### src/rtl/fb_access_arbiter_if.sv
// Bus bundle between the frame-buffer arbiter, the VGA timing source, the host
// write port, the clear controls and the single-port frame RAM.
interface fb_access_arbiter_if #(
  parameter int unsigned WIDTH_BITS  = 10,
  parameter int unsigned HEIGHT_BITS = 9,
  parameter int unsigned PIXEL_BITS  = 12
);
  // Scan-out side
  logic                              video_on_in;
  logic [WIDTH_BITS-1:0]             pixel_x_in;
  logic [HEIGHT_BITS-1:0]            pixel_y_in;
  logic [PIXEL_BITS-1:0]             pixel_out;
  // Host pixel-write port
  logic                              wr_req_in;
  logic [WIDTH_BITS-1:0]             wr_x_in;
  logic [HEIGHT_BITS-1:0]            wr_y_in;
  logic [PIXEL_BITS-1:0]             wr_data_in;
  logic                              wr_ack_out;
  // Clear engine controls
  logic                              clear_start_in;
  logic [PIXEL_BITS-1:0]             clear_color_in;
  logic                              clear_busy_out;
  logic                              clear_done_out;
  // Frame RAM port
  logic [WIDTH_BITS+HEIGHT_BITS-1:0] mem_addr_out;
  logic                              mem_we_out;
  logic [PIXEL_BITS-1:0]             mem_wdata_out;
  logic [PIXEL_BITS-1:0]             mem_rdata_in;

  // Arbiter side
  modport slave (
    input  video_on_in, pixel_x_in, pixel_y_in,
    output pixel_out,
    input  wr_req_in, wr_x_in, wr_y_in, wr_data_in,
    output wr_ack_out,
    input  clear_start_in, clear_color_in,
    output clear_busy_out, clear_done_out,
    output mem_addr_out, mem_we_out, mem_wdata_out,
    input  mem_rdata_in
  );

  // Environment side: sync generator, host, RAM
  modport master (
    output video_on_in, pixel_x_in, pixel_y_in,
    input  pixel_out,
    output wr_req_in, wr_x_in, wr_y_in, wr_data_in,
    input  wr_ack_out,
    output clear_start_in, clear_color_in,
    input  clear_busy_out, clear_done_out,
    input  mem_addr_out, mem_we_out, mem_wdata_out,
    output mem_rdata_in
  );
endinterface

### src/rtl/fb_access_arbiter.sv
// Single-port frame-buffer arbiter: scan-out owns active video, the clear engine
// and host writes share blanking cycles with the clear taking priority.
module fb_access_arbiter #(
  parameter int unsigned WIDTH       = 640,
  parameter int unsigned HEIGHT      = 480,
  parameter int unsigned WIDTH_BITS  = 10,
  parameter int unsigned HEIGHT_BITS = 9,
  parameter int unsigned PIXEL_BITS  = 12
) (
  input  logic                clock_in,
  input  logic                reset_in,
  fb_access_arbiter_if.slave  bus
);

  typedef enum logic [0:0] {StIdle, StClear} clear_state_e;

  clear_state_e           state_q, state_d;
  logic [WIDTH_BITS-1:0]  cx_q, cx_d;
  logic [HEIGHT_BITS-1:0] cy_q, cy_d;
  logic [PIXEL_BITS-1:0]  color_q, color_d;
  logic                   done_q, done_d;
  logic                   vid_d1_q;
  logic [PIXEL_BITS-1:0]  pixel_q;

  logic [WIDTH_BITS+HEIGHT_BITS-1:0] mem_addr;
  logic                              mem_we;
  logic [PIXEL_BITS-1:0]             mem_wdata;
  logic                              wr_ack;

  logic cx_last, cy_last, wr_in_range;

  assign cx_last     = (32'(cx_q) == WIDTH - 1);
  assign cy_last     = (32'(cy_q) == HEIGHT - 1);
  assign wr_in_range = (32'(bus.wr_x_in) < WIDTH) && (32'(bus.wr_y_in) < HEIGHT);

  always_comb begin
    state_d   = state_q;
    cx_d      = cx_q;
    cy_d      = cy_q;
    color_d   = color_q;
    done_d    = 1'b0;
    mem_addr  = '0;
    mem_we    = 1'b0;
    mem_wdata = '0;
    wr_ack    = 1'b0;

    // Clear sequencing; the sweep only advances on cycles it actually wrote.
    unique case (state_q)
      StIdle: begin
        if (bus.clear_start_in) begin
          state_d = StClear;
          cx_d    = '0;
          cy_d    = '0;
          color_d = bus.clear_color_in;
        end
      end
      StClear: begin
        if (!bus.video_on_in) begin
          if (cx_last && cy_last) begin
            state_d = StIdle;
            cx_d    = '0;
            cy_d    = '0;
            done_d  = 1'b1;
          end else if (cx_last) begin
            cx_d = '0;
            cy_d = cy_q + 1'b1;
          end else begin
            cx_d = cx_q + 1'b1;
          end
        end
      end
      default: ;
    endcase

    // Fixed-priority port grant: scan read, clear write, host write.
    if (bus.video_on_in) begin
      mem_addr = {bus.pixel_y_in, bus.pixel_x_in};
    end else if (state_q == StClear) begin
      mem_addr  = {cy_q, cx_q};
      mem_we    = 1'b1;
      mem_wdata = color_q;
    end else if (bus.wr_req_in) begin
      mem_addr  = {bus.wr_y_in, bus.wr_x_in};
      mem_wdata = bus.wr_data_in;
      mem_we    = wr_in_range;
      wr_ack    = 1'b1;
    end

    // Grant outputs are combinational, so hold them quiet during reset.
    if (!reset_in) begin
      mem_addr  = '0;
      mem_we    = 1'b0;
      mem_wdata = '0;
      wr_ack    = 1'b0;
    end
  end

  always_ff @(posedge clock_in) begin
    if (!reset_in) begin
      state_q  <= StIdle;
      cx_q     <= '0;
      cy_q     <= '0;
      color_q  <= '0;
      done_q   <= 1'b0;
      vid_d1_q <= 1'b0;
      pixel_q  <= '0;
    end else begin
      state_q  <= state_d;
      cx_q     <= cx_d;
      cy_q     <= cy_d;
      color_q  <= color_d;
      done_q   <= done_d;
      vid_d1_q <= bus.video_on_in;
      pixel_q  <= vid_d1_q ? bus.mem_rdata_in : '0;
    end
  end

  assign bus.mem_addr_out   = mem_addr;
  assign bus.mem_we_out     = mem_we;
  assign bus.mem_wdata_out  = mem_wdata;
  assign bus.wr_ack_out     = wr_ack;
  assign bus.clear_busy_out = (state_q == StClear);
  assign bus.clear_done_out = done_q;
  assign bus.pixel_out      = pixel_q;

endmodule

### src/flat_wrapper.sv
// flat-port wrapper written by rule: the top's interface ports become plain ports
module fb_access_arbiter_flat 
#(
  parameter int unsigned WIDTH       = 640,
  parameter int unsigned HEIGHT      = 480,
  parameter int unsigned WIDTH_BITS  = 10,
  parameter int unsigned HEIGHT_BITS = 9,
  parameter int unsigned PIXEL_BITS  = 12
)
  (clock_in, reset_in, bus_video_on_in, bus_pixel_x_in, bus_pixel_y_in, bus_pixel_out, bus_wr_req_in, bus_wr_x_in, bus_wr_y_in, bus_wr_data_in, bus_wr_ack_out, bus_clear_start_in, bus_clear_color_in, bus_clear_busy_out, bus_clear_done_out, bus_mem_addr_out, bus_mem_we_out, bus_mem_wdata_out, bus_mem_rdata_in);
  fb_access_arbiter_if #(.WIDTH_BITS(WIDTH_BITS), .HEIGHT_BITS(HEIGHT_BITS), .PIXEL_BITS(PIXEL_BITS)) bus_i ();
  input  logic clock_in;
  input  logic reset_in;
  input wire logic [$bits(bus_i.video_on_in)-1:0] bus_video_on_in;
  input wire logic [$bits(bus_i.pixel_x_in)-1:0] bus_pixel_x_in;
  input wire logic [$bits(bus_i.pixel_y_in)-1:0] bus_pixel_y_in;
  output wire logic [$bits(bus_i.pixel_out)-1:0] bus_pixel_out;
  input wire logic [$bits(bus_i.wr_req_in)-1:0] bus_wr_req_in;
  input wire logic [$bits(bus_i.wr_x_in)-1:0] bus_wr_x_in;
  input wire logic [$bits(bus_i.wr_y_in)-1:0] bus_wr_y_in;
  input wire logic [$bits(bus_i.wr_data_in)-1:0] bus_wr_data_in;
  output wire logic [$bits(bus_i.wr_ack_out)-1:0] bus_wr_ack_out;
  input wire logic [$bits(bus_i.clear_start_in)-1:0] bus_clear_start_in;
  input wire logic [$bits(bus_i.clear_color_in)-1:0] bus_clear_color_in;
  output wire logic [$bits(bus_i.clear_busy_out)-1:0] bus_clear_busy_out;
  output wire logic [$bits(bus_i.clear_done_out)-1:0] bus_clear_done_out;
  output wire logic [$bits(bus_i.mem_addr_out)-1:0] bus_mem_addr_out;
  output wire logic [$bits(bus_i.mem_we_out)-1:0] bus_mem_we_out;
  output wire logic [$bits(bus_i.mem_wdata_out)-1:0] bus_mem_wdata_out;
  input wire logic [$bits(bus_i.mem_rdata_in)-1:0] bus_mem_rdata_in;
  assign bus_i.video_on_in = bus_video_on_in;
  assign bus_i.pixel_x_in = bus_pixel_x_in;
  assign bus_i.pixel_y_in = bus_pixel_y_in;
  assign bus_pixel_out = bus_i.pixel_out;
  assign bus_i.wr_req_in = bus_wr_req_in;
  assign bus_i.wr_x_in = bus_wr_x_in;
  assign bus_i.wr_y_in = bus_wr_y_in;
  assign bus_i.wr_data_in = bus_wr_data_in;
  assign bus_wr_ack_out = bus_i.wr_ack_out;
  assign bus_i.clear_start_in = bus_clear_start_in;
  assign bus_i.clear_color_in = bus_clear_color_in;
  assign bus_clear_busy_out = bus_i.clear_busy_out;
  assign bus_clear_done_out = bus_i.clear_done_out;
  assign bus_mem_addr_out = bus_i.mem_addr_out;
  assign bus_mem_we_out = bus_i.mem_we_out;
  assign bus_mem_wdata_out = bus_i.mem_wdata_out;
  assign bus_i.mem_rdata_in = bus_mem_rdata_in;
  fb_access_arbiter #(.WIDTH(WIDTH), .HEIGHT(HEIGHT), .WIDTH_BITS(WIDTH_BITS), .HEIGHT_BITS(HEIGHT_BITS), .PIXEL_BITS(PIXEL_BITS)) u_core (.clock_in(clock_in), .reset_in(reset_in), .bus(bus_i));
endmodule
### config.mk
export PLATFORM = sky130hd
export DESIGN_NAME = fb_access_arbiter_flat
export DESIGN_NICKNAME = d
export VERILOG_FILES = /design/src/rtl/fb_access_arbiter_if.sv /design/src/rtl/fb_access_arbiter.sv /design/src/flat_wrapper.sv
export SDC_FILE = /design/constraint.sdc
export NUM_CORES = 1
export LEC_CHECK = 0
export BUFFER_PORTS_ARGS = -buffer_cell sky130_fd_sc_hd__buf_2
export CORE_MARGIN = 2
export CORE_UTILIZATION = 40
export DETAILED_ROUTE_END_ITERATION = 8
export PLACE_DENSITY = 0.73
export SYNTH_ARGS = -nofsm -noshare
export SYNTH_HDL_FRONTEND = slang
export SYNTH_SLANG_ARGS = --single-unit
export TNS_END_PERCENT = 10
### constraint.sdc
create_clock -name clock_in -period 2.4 [get_ports clock_in]
set_input_delay 0.24 -clock clock_in [delete_from_list [all_inputs] [get_ports clock_in]]
set_output_delay 0.24 -clock clock_in [all_outputs]
set_load 0.005 [all_outputs]
==> summary.md, run 1 <==
| Metric | Value |
|---|---|
| Postcts setup bufs | `0` |
| CP startpoint | `u_core.bus.clear_busy_out` |
| Skew-Pair Late Insertion Delay | `0.30 ns` |
| Post-Place Setup Slack | `0.373 ns` |
| Async set or reset register ratio after synthesis | `0` |
| Cell-internal power | `1.11 mW` |
| Leakage | `1.56 nW` |
| Max-slew violations | `0` |
| Hold Crit Class | `in2reg` |
| Core area | `0.00547 mm2` |
| Startpoint Class | `flop` |
| Slowest-stage cell, CP | `dfxtp_1` |
| Syn. warnings | `0` |
| Mean Syn Cell Area | `8.14 um2` |
| GP Congestion | `0.904` |
| Period utilization | `0.932` |
| FMAX | `447 MHz` |
| Ports | `126` |
| Worst setup path endpoint | `bus_mem_addr_out[16]` |
| Net count after synthesis | `358` |
| Max FO, Critical Path | `12` |
| Overall power | `1.53 mW` |
| Final Critical Period | `2.24 ns` |
| Clock Pin Slew Worst Setup and Hold Paths | `0.09 ns` |
| Final setup fails | `0` |
| CP max stage delay | `0.54 ns` |
| Path depth of the worst reg2reg path | `6` |
| Share of cells above drive strength 1 | `0.364` |
| Diode count | `0` |
| Area of the multi-input gates | `0.00118 mm2` |
| Unique masters post-synth | `42` |
| Count of max-cap constraint violations | `0` |
| Worst EP required | `2.16 ns` |
| RSZ-0062 raised after global routing | `no` |
| Via/cell ratio | `5.25` |
| Total global-route track usage | `0.197` |
| Max IR drop VDD | `0.000203 V` |
| Logic pwr share | `0.151` |
| Layout Skew | `0.00411 ns` |
| Commonest cells in the synthesized netlist | `46 x dfxtp_1, 46 x nand2_1, 21 x inv_1` |
| Post-DP HPWL | `4850 um` |
| Register share of total power | `0.524` |
| Final net count | `476` |
| Antenna violations before repair | `0` |
| R2r endpoint | `u_core.cy_q[2]` |
| Number of synthesized register bits | `46` |
| WP data arrival | `2.00 ns` |
| Final setup margin | `0.164 ns` |
| Dpl cell area | `0.00294 mm2` |
| Router iterations before antenna repair | `8` |
| DRC | `0` |
| # fillers | `548` |
| Maximum clock insertion buffer count | `2` |
| Post-CTS Hold Buffers | `0` |
| FF-to-FF setup slack | `0.33 ns` |
| Buffers on Ports | `125` |
| First-pass GRT wire length | `9960 um` |
| Htree depth | `2` |
| Seq. cell area | `921 um2` |
| Fin Setup TNS | `0 ns` |
| Initial Util | `0.412` |
| Yosys top cell area share | `0.408` |
| Clk root buf | `clkbuf_8` |
| Number of synthesized flops with an enable pin | `0` |
| Final wirelength | `6420 um` |
| Largest net degree at the start of global routing | `21` |
| Vias | `2459` |
| Die footprint | `0.00626 mm2` |
| Final hold vios | `0` |
| CTS tree | `done` |
| WL/cell | `13.7 um` |
| DRT iter0 DRCs | `167` |
| Post-synthesis cell area | `0.00226 mm2` |
| Row Count | `27` |
| Worst slew margin | `0.457` |
| Worst r2r src | `u_core.cx_q[0]` |
| Synth area leaders | `dfxtp_1 41%, a222oi_1 8.4%, nand2_1 7.7%` |
| Pwr/cell area | `504 mW/mm2` |
| Sink count of the clock tree | `46` |
| Worst-Margin Slew | `0.813 ns` |
| Die Y | `79.1 um` |
| Share of the yosys chip area belonging to registers | `0.408` |
| Vias in the first global route | `2182` |
| Mapped Cells | `277` |
| Outcome | `complete, no violations` |
| Critical path cell sequence | `and3b_1 -> buf_4 -> a222oi_1 -> inv_1 -> buf_2` |
| Sw Pwr | `419 uW` |
| Crit Path Category | `reg2out` |
| Switch share | `0.274` |
| CTS buffer count | `5` |
| Synthesis-to-layout area growth | `34.5%` |
| Antenna Nets Post-Route | `0` |
| Post-cts resize count | `0` |
| Total gr overflow | `0` |
| Post-layout instance area | `0.00303 mm2` |
| Post-synth top flop | `dfxtp_1` |
| Clk pwr share | `0.326` |
| Worst hold slack | `0.165 ns` |
| Area leader, netlist | `dfxtp_1` |
| Die X | `79.1 um` |
| Critical Path End Type | `primary output` |
-- metrics by stage --
stage,utilization,cells
finish,0.554,468
global route,0.554,468
CTS,0.553,468
detailed placement,0.536,460
global placement,0.536,460
floorplan,-,277
-- cells by family after synthesis --
group,share of synthesized area
AND/OR/NAND/NOR,0.250
AO/OA/AOI/OAI,0.228
flip-flops,0.408
buffers and inverters,0.0721
XOR/XNOR,0.0311
adder cells (fa/ha/maj),0.0111
-- critical path: cells and delay by family, from the launching register on --
kind / cells / cell delay [ns]
AND/OR/NAND/NOR: 1 / 0.37
AO/OA/AOI/OAI: 1 / 0.37
buffers and inverters: 3 / 0.42
flip-flops: 1 / 0.54
-- power by group through the flow --
stage / Sequential [mW] / Combinational (mW) / Clock, mW
global route: 0.805 / 0.259 / 0.539
global placement: 0.819 / 0.227 / 0
CTS: 0.801 / 0.231 / 0.509
floorplan: 0.813 / 0.115 / 0
finish: 0.801 / 0.231 / 0.498
detailed placement: 0.819 / 0.231 / 0
-- sequential cells by signal, summed over array words and instances (netlist names) --
name / flops
u_core.bus.clear_busy_out: 1
u_core.bus.clear_done_out: 1
u_core.bus.pixel_out: 12
u_core.color_q: 12
u_core.cx_q: 10
u_core.cy_q: 9
u_core.vid_d1_q: 1
-- cell usage in the layout (no fill, tap or decap), types with 2 or more instances in the layout --
cell      Yosys  final
a211oi_1      2      2
a21oi_1      17     17
a222oi_1     19     19
a22o_1       14     14
a31oi_1       2      2
and2_1        3      3
and3_1       14     14
buf_2         1    125
buf_4         0      6
clkbuf_8      0      5
dfxtp_1      46     46
ha_1          2      2
inv_1        21     21
nand2_1      46     46
nand2b_1      4      4
nand3_1       8      8
nand4_1       4      4
nor2_1       13     12
nor2b_1       3      3
nor3_1        6      6
o21ai_0       5      5
or2_2         2      2
or3_1         2      2
xnor2_1       2      2
xor2_1        6      6
-- per-layer routing --
metal	global-route usage	part of all wire
met4	0.0466	0.0072
met3	0.0443	0.073
met1	0.252	0.43
met5	0	0
met2	0.339	0.48
-- cell type report --
class,instances,share of cell area
multi-input combinational,190,0.389
sequential,46,0.304
timing repair buffer,131,0.221
tap,72,0.0297
inverter,21,0.0260
clock buffer,5,0.0227
clock inverter,3,0.00825
-- worst min-delay path by stage --
stage                                          end  slack (ns)  cells after the start              startpoint
after detailed placement         u_core.color_q[8]        0.45                      2       u_core.color_q[8]
after global placement          u_core.color_q[11]        0.45                      2      u_core.color_q[11]
after global routing      u_core.bus.pixel_out[10]        0.15                      2    bus_mem_rdata_in[10]
after floorplan                  u_core.color_q[0]        0.38                      2   bus_clear_color_in[0]
after CTS                        u_core.color_q[0]        0.16                      3   bus_clear_color_in[0]
final                           u_core.color_q[11]        0.17                      3  bus_clear_color_in[11]
Note: power is estimated with default switching activity, not from simulation.
==> inputs of run 2 (changes only) <==
--- a/config.mk
+++ b/config.mk
@@ -5,11 +5,14 @@
 export SDC_FILE = /design/constraint.sdc
 export NUM_CORES = 1
 export LEC_CHECK = 0
+export ABC_AREA = 1
 export BUFFER_PORTS_ARGS = -buffer_cell sky130_fd_sc_hd__buf_2
+export CELL_PAD_IN_SITES_DETAIL_PLACEMENT = 1
+export CELL_PAD_IN_SITES_GLOBAL_PLACEMENT = 2
 export CORE_MARGIN = 2
-export CORE_UTILIZATION = 40
+export CORE_UTILIZATION = 23
 export DETAILED_ROUTE_END_ITERATION = 8
-export PLACE_DENSITY = 0.73
+export PLACE_DENSITY_LB_ADDON = 0.1
 export SYNTH_ARGS = -nofsm -noshare
 export SYNTH_HDL_FRONTEND = slang
 export SYNTH_SLANG_ARGS = --single-unit
==> summary.md, run 2 <==
| Metric | Value |
|---|---|
| Most numerous cell in the Yosys netlist | `nand2_1` |
| Worst r2r src | `u_core.cy_q[1] (was u_core.cx_q[0])` |
| Overall power | `1.64 mW (was 1.53 mW)` |
| RSZ-0062 raised after global routing | `no (unchanged)` |
| Mapped Cells | `387 (was 277)` |
| Die X | `109 um (was 79.1 um)` |
| Worst-Margin Slew | `0.606 ns (was 0.813 ns)` |
| Max FO, Critical Path | `28 (was 12)` |
| Vias | `2916 (was 2459)` |
| Core area | `0.0108 mm2 (was 0.00547 mm2)` |
| Router iterations before antenna repair | `4 (was 8)` |
| GP Congestion | `0.763 (was 0.904)` |
| Row Count | `38 (was 27)` |
| Maximum clock insertion buffer count | `2 (unchanged)` |
| Share of the yosys chip area belonging to registers | `0.362 (was 0.408)` |
| Share of cells above drive strength 1 | `0.329 (was 0.364)` |
| Post-CTS Hold Buffers | `0 (unchanged)` |
| Final hold vios | `0 (unchanged)` |
| Clock Pin Slew Worst Setup and Hold Paths | `0.11 ns (was 0.09 ns)` |
| Total gr overflow | `0 (unchanged)` |
| Outcome | `complete, no violations (unchanged)` |
| Worst EP required | `2.16 ns (about the same)` |
| Final setup fails | `0 (unchanged)` |
| Initial Util | `0.235 (was 0.412)` |
| Pwr/cell area | `482 mW/mm2 (was 504 mW/mm2)` |
| Dpl cell area | `0.00331 mm2 (was 0.00294 mm2)` |
| Syn. warnings | `0 (unchanged)` |
| Fin Setup TNS | `0 ns (unchanged)` |
| Die Y | `109 um (was 79.1 um)` |
| FMAX | `456 MHz (was 447 MHz)` |
| Largest net degree at the start of global routing | `29 (was 21)` |
| Async set or reset register ratio after synthesis | `0 (unchanged)` |
| Final Critical Period | `2.19 ns (was 2.24 ns)` |
| Max-slew violations | `0 (unchanged)` |
| DRC | `0 (unchanged)` |
| Most common cell after layout, fill and taps aside | `buf_2 (unchanged)` |
| Number of synthesized register bits | `46 (unchanged)` |
| Commonest cells in the synthesized netlist | `96 x nand2_1, 55 x inv_1, 46 x dfxtp_1 (was 46 x dfxtp_1, 46 x nand2_1, 21 x inv_1)` |
| Postcts setup bufs | `0 (unchanged)` |
| WP data arrival | `1.95 ns (was 2.00 ns)` |
| R2r endpoint | `u_core.cy_q[8] (was u_core.cy_q[2])` |
| Path depth of the worst reg2reg path | `10 (was 6)` |
| Total global-route track usage | `0.165 (was 0.197)` |
| Post-DP HPWL | `7730 um (was 4850 um)` |
| Post-cts resize count | `0 (unchanged)` |
| Ports | `126 (unchanged)` |
| FF-to-FF setup slack | `0.68 ns (was 0.33 ns)` |
| Synthesis-to-layout area growth | `34.2% (was 34.5%)` |
| HP Start | `bus_mem_rdata_in[10] (was bus_clear_color_in[11])` |
| Number of synthesized flops with an enable pin | `0 (unchanged)` |
| CTS buffer count | `5 (unchanged)` |
| Post-synthesis cell area | `0.00254 mm2 (was 0.00226 mm2)` |
| Net count after synthesis | `468 (was 358)` |
| Antenna Nets Post-Route | `0 (unchanged)` |
| Sink count of the clock tree | `46 (unchanged)` |
| Unique masters post-synth | `31 (was 42)` |
| Area leader, netlist | `dfxtp_1 (unchanged)` |
| Most frequent cells in the layout | `125 x buf_2, 96 x nand2_1, 55 x inv_1 (was 125 x buf_2, 46 x nand2_1, 46 x dfxtp_1)` |
| Htree depth | `2 (unchanged)` |
| Post-layout instance area | `0.00341 mm2 (was 0.00303 mm2)` |
| First-pass GRT wire length | `15200 um (was 9960 um)` |
| Die footprint | `0.0119 mm2 (was 0.00626 mm2)` |
| Leakage | `1.65 nW (was 1.56 nW)` |
| Yosys top cell area share | `0.362 (was 0.408)` |
| CTS tree | `done (unchanged)` |
| Critical Path End Type | `primary output (unchanged)` |
| Startpoint Class | `flop (unchanged)` |
| WL/cell | `14.7 um (was 13.7 um)` |
| Hold EP | `u_core.bus.pixel_out[10] (was u_core.color_q[11])` |
| Antenna violations before repair | `0 (unchanged)` |
| Hold Crit Class | `in2reg (unchanged)` |
| Buffers on Ports | `125 (unchanged)` |
| DRT iter0 DRCs | `91 (was 167)` |
| Diode count | `0 (unchanged)` |
| Crit Path Category | `reg2out (unchanged)` |
| Final net count | `593 (was 476)` |
| Post-synth top flop | `dfxtp_1 (unchanged)` |
| Worst slew margin | `0.594 (was 0.457)` |
| Max IR drop VDD | `0.000230 V (was 0.000203 V)` |
| Skew-Pair Late Insertion Delay | `0.31 ns (was 0.30 ns)` |
| Period utilization | `0.913 (was 0.932)` |
| Clk root buf | `clkbuf_8 (unchanged)` |
| Layout Skew | `0.0137 ns (was 0.00411 ns)` |
| Final wirelength | `9620 um (was 6420 um)` |
| Synth area leaders | `dfxtp_1 36%, nand2_1 14%, inv_1 8.1% (was dfxtp_1 41%, a222oi_1 8.4%, nand2_1 7.7%)` |
| Count of max-cap constraint violations | `0 (unchanged)` |
| Vias in the first global route | `2947 (was 2182)` |
| Worst hold slack | `0.123 ns (was 0.165 ns)` |
| Via/cell ratio | `4.47 (was 5.25)` |
| Worst hold stages | `3 (unchanged)` |
| Mean Syn Cell Area | `6.57 um2 (was 8.14 um2)` |
run 2: cell count changes in the layout (fill, tap and decap cells not counted), sizes merged, moves of 10 or more:
| cell | before | now |
|---|---|---|
| o21ai | 6 | 33 |
| nand3 | 8 | 38 |
| and3 | 14 | 0 |
| nor2 | 13 | 41 |
| a22o | 14 | 0 |
| inv | 22 | 66 |
| a222oi | 19 | 0 |
| o211ai | 1 | 11 |
| a21oi | 18 | 8 |
| nand2 | 46 | 104 |
run 2: per-layer routing:
| metal | vias up | part of all wire | track usage |
|---|---|---|---|
| met1 | 1342 | 0.44 | 0.194 |
| met2 | 83 | 0.48 | 0.297 |
| met3 | 8 | 0.069 | 0.0418 |
| li1 | 1483 | - | - |
| met5 | - | 0 | 0 |
| met4 | 0 | 0.011 | 0.0421 |
run 2: final cells by class:
type	count	area, um2
flip-flops and latches	46	921
clock inverters	3	28.8
fillers	1408	7380
multi-input cells	260	1290
repair buffers	132	678
inverters	67	251
clock buffers	5	68.8
well taps	140	175
run 2: logic make-up after synthesis:
kind of cell	synth area share
compound gates	0.138
xor+xnor	0.00345
fa+ha+maj	0.00985
buf+inv	0.132
flops	0.362
simple gates	0.355
run 2: stage by stage:
stage          worst slack, ns   util  std cells
3_5_place_dp             0.569  0.307        645
2_1_floorplan             1.04      -        387
3_3_place_gp             0.617  0.307        645
4_1_cts                  0.196  0.316        653
5_1_grt                 0.0536  0.316        653
6_report                 0.209  0.316        653
run 2: where the power goes:
| part | switching [mW] | internal (mW) |
|---|---|---|
| Sequential | 0.0118 | 0.788 |
| Combinational | 0.177 | 0.120 |
| Clock | 0.327 | 0.219 |
| Total | 0.515 | 1.13 |
run 2: worst max-delay path by stage:
stage               cells after the start  slack [ns]                   end                 startpoint
floorplan                               6        1.04  bus_mem_addr_out[10]  u_core.bus.clear_busy_out
global placement                        8        0.62  bus_mem_addr_out[15]                   reset_in
detailed placement                      5        0.57   bus_mem_addr_out[9]  u_core.bus.clear_busy_out
CTS                                     5        0.20   bus_mem_addr_out[9]  u_core.bus.clear_busy_out
global route                            5        0.05   bus_mem_addr_out[9]  u_core.bus.clear_busy_out
finish                                  5        0.21   bus_mem_addr_out[9]  u_core.bus.clear_busy_out
run 2: critical path, stage by stage (launching register included):
cell,delay (ns)
dfxtp_1,0.47
nand2_1,0.13
inv_2,0.14
nand2_2,0.37
o221ai_1,0.36
buf_2,0.16
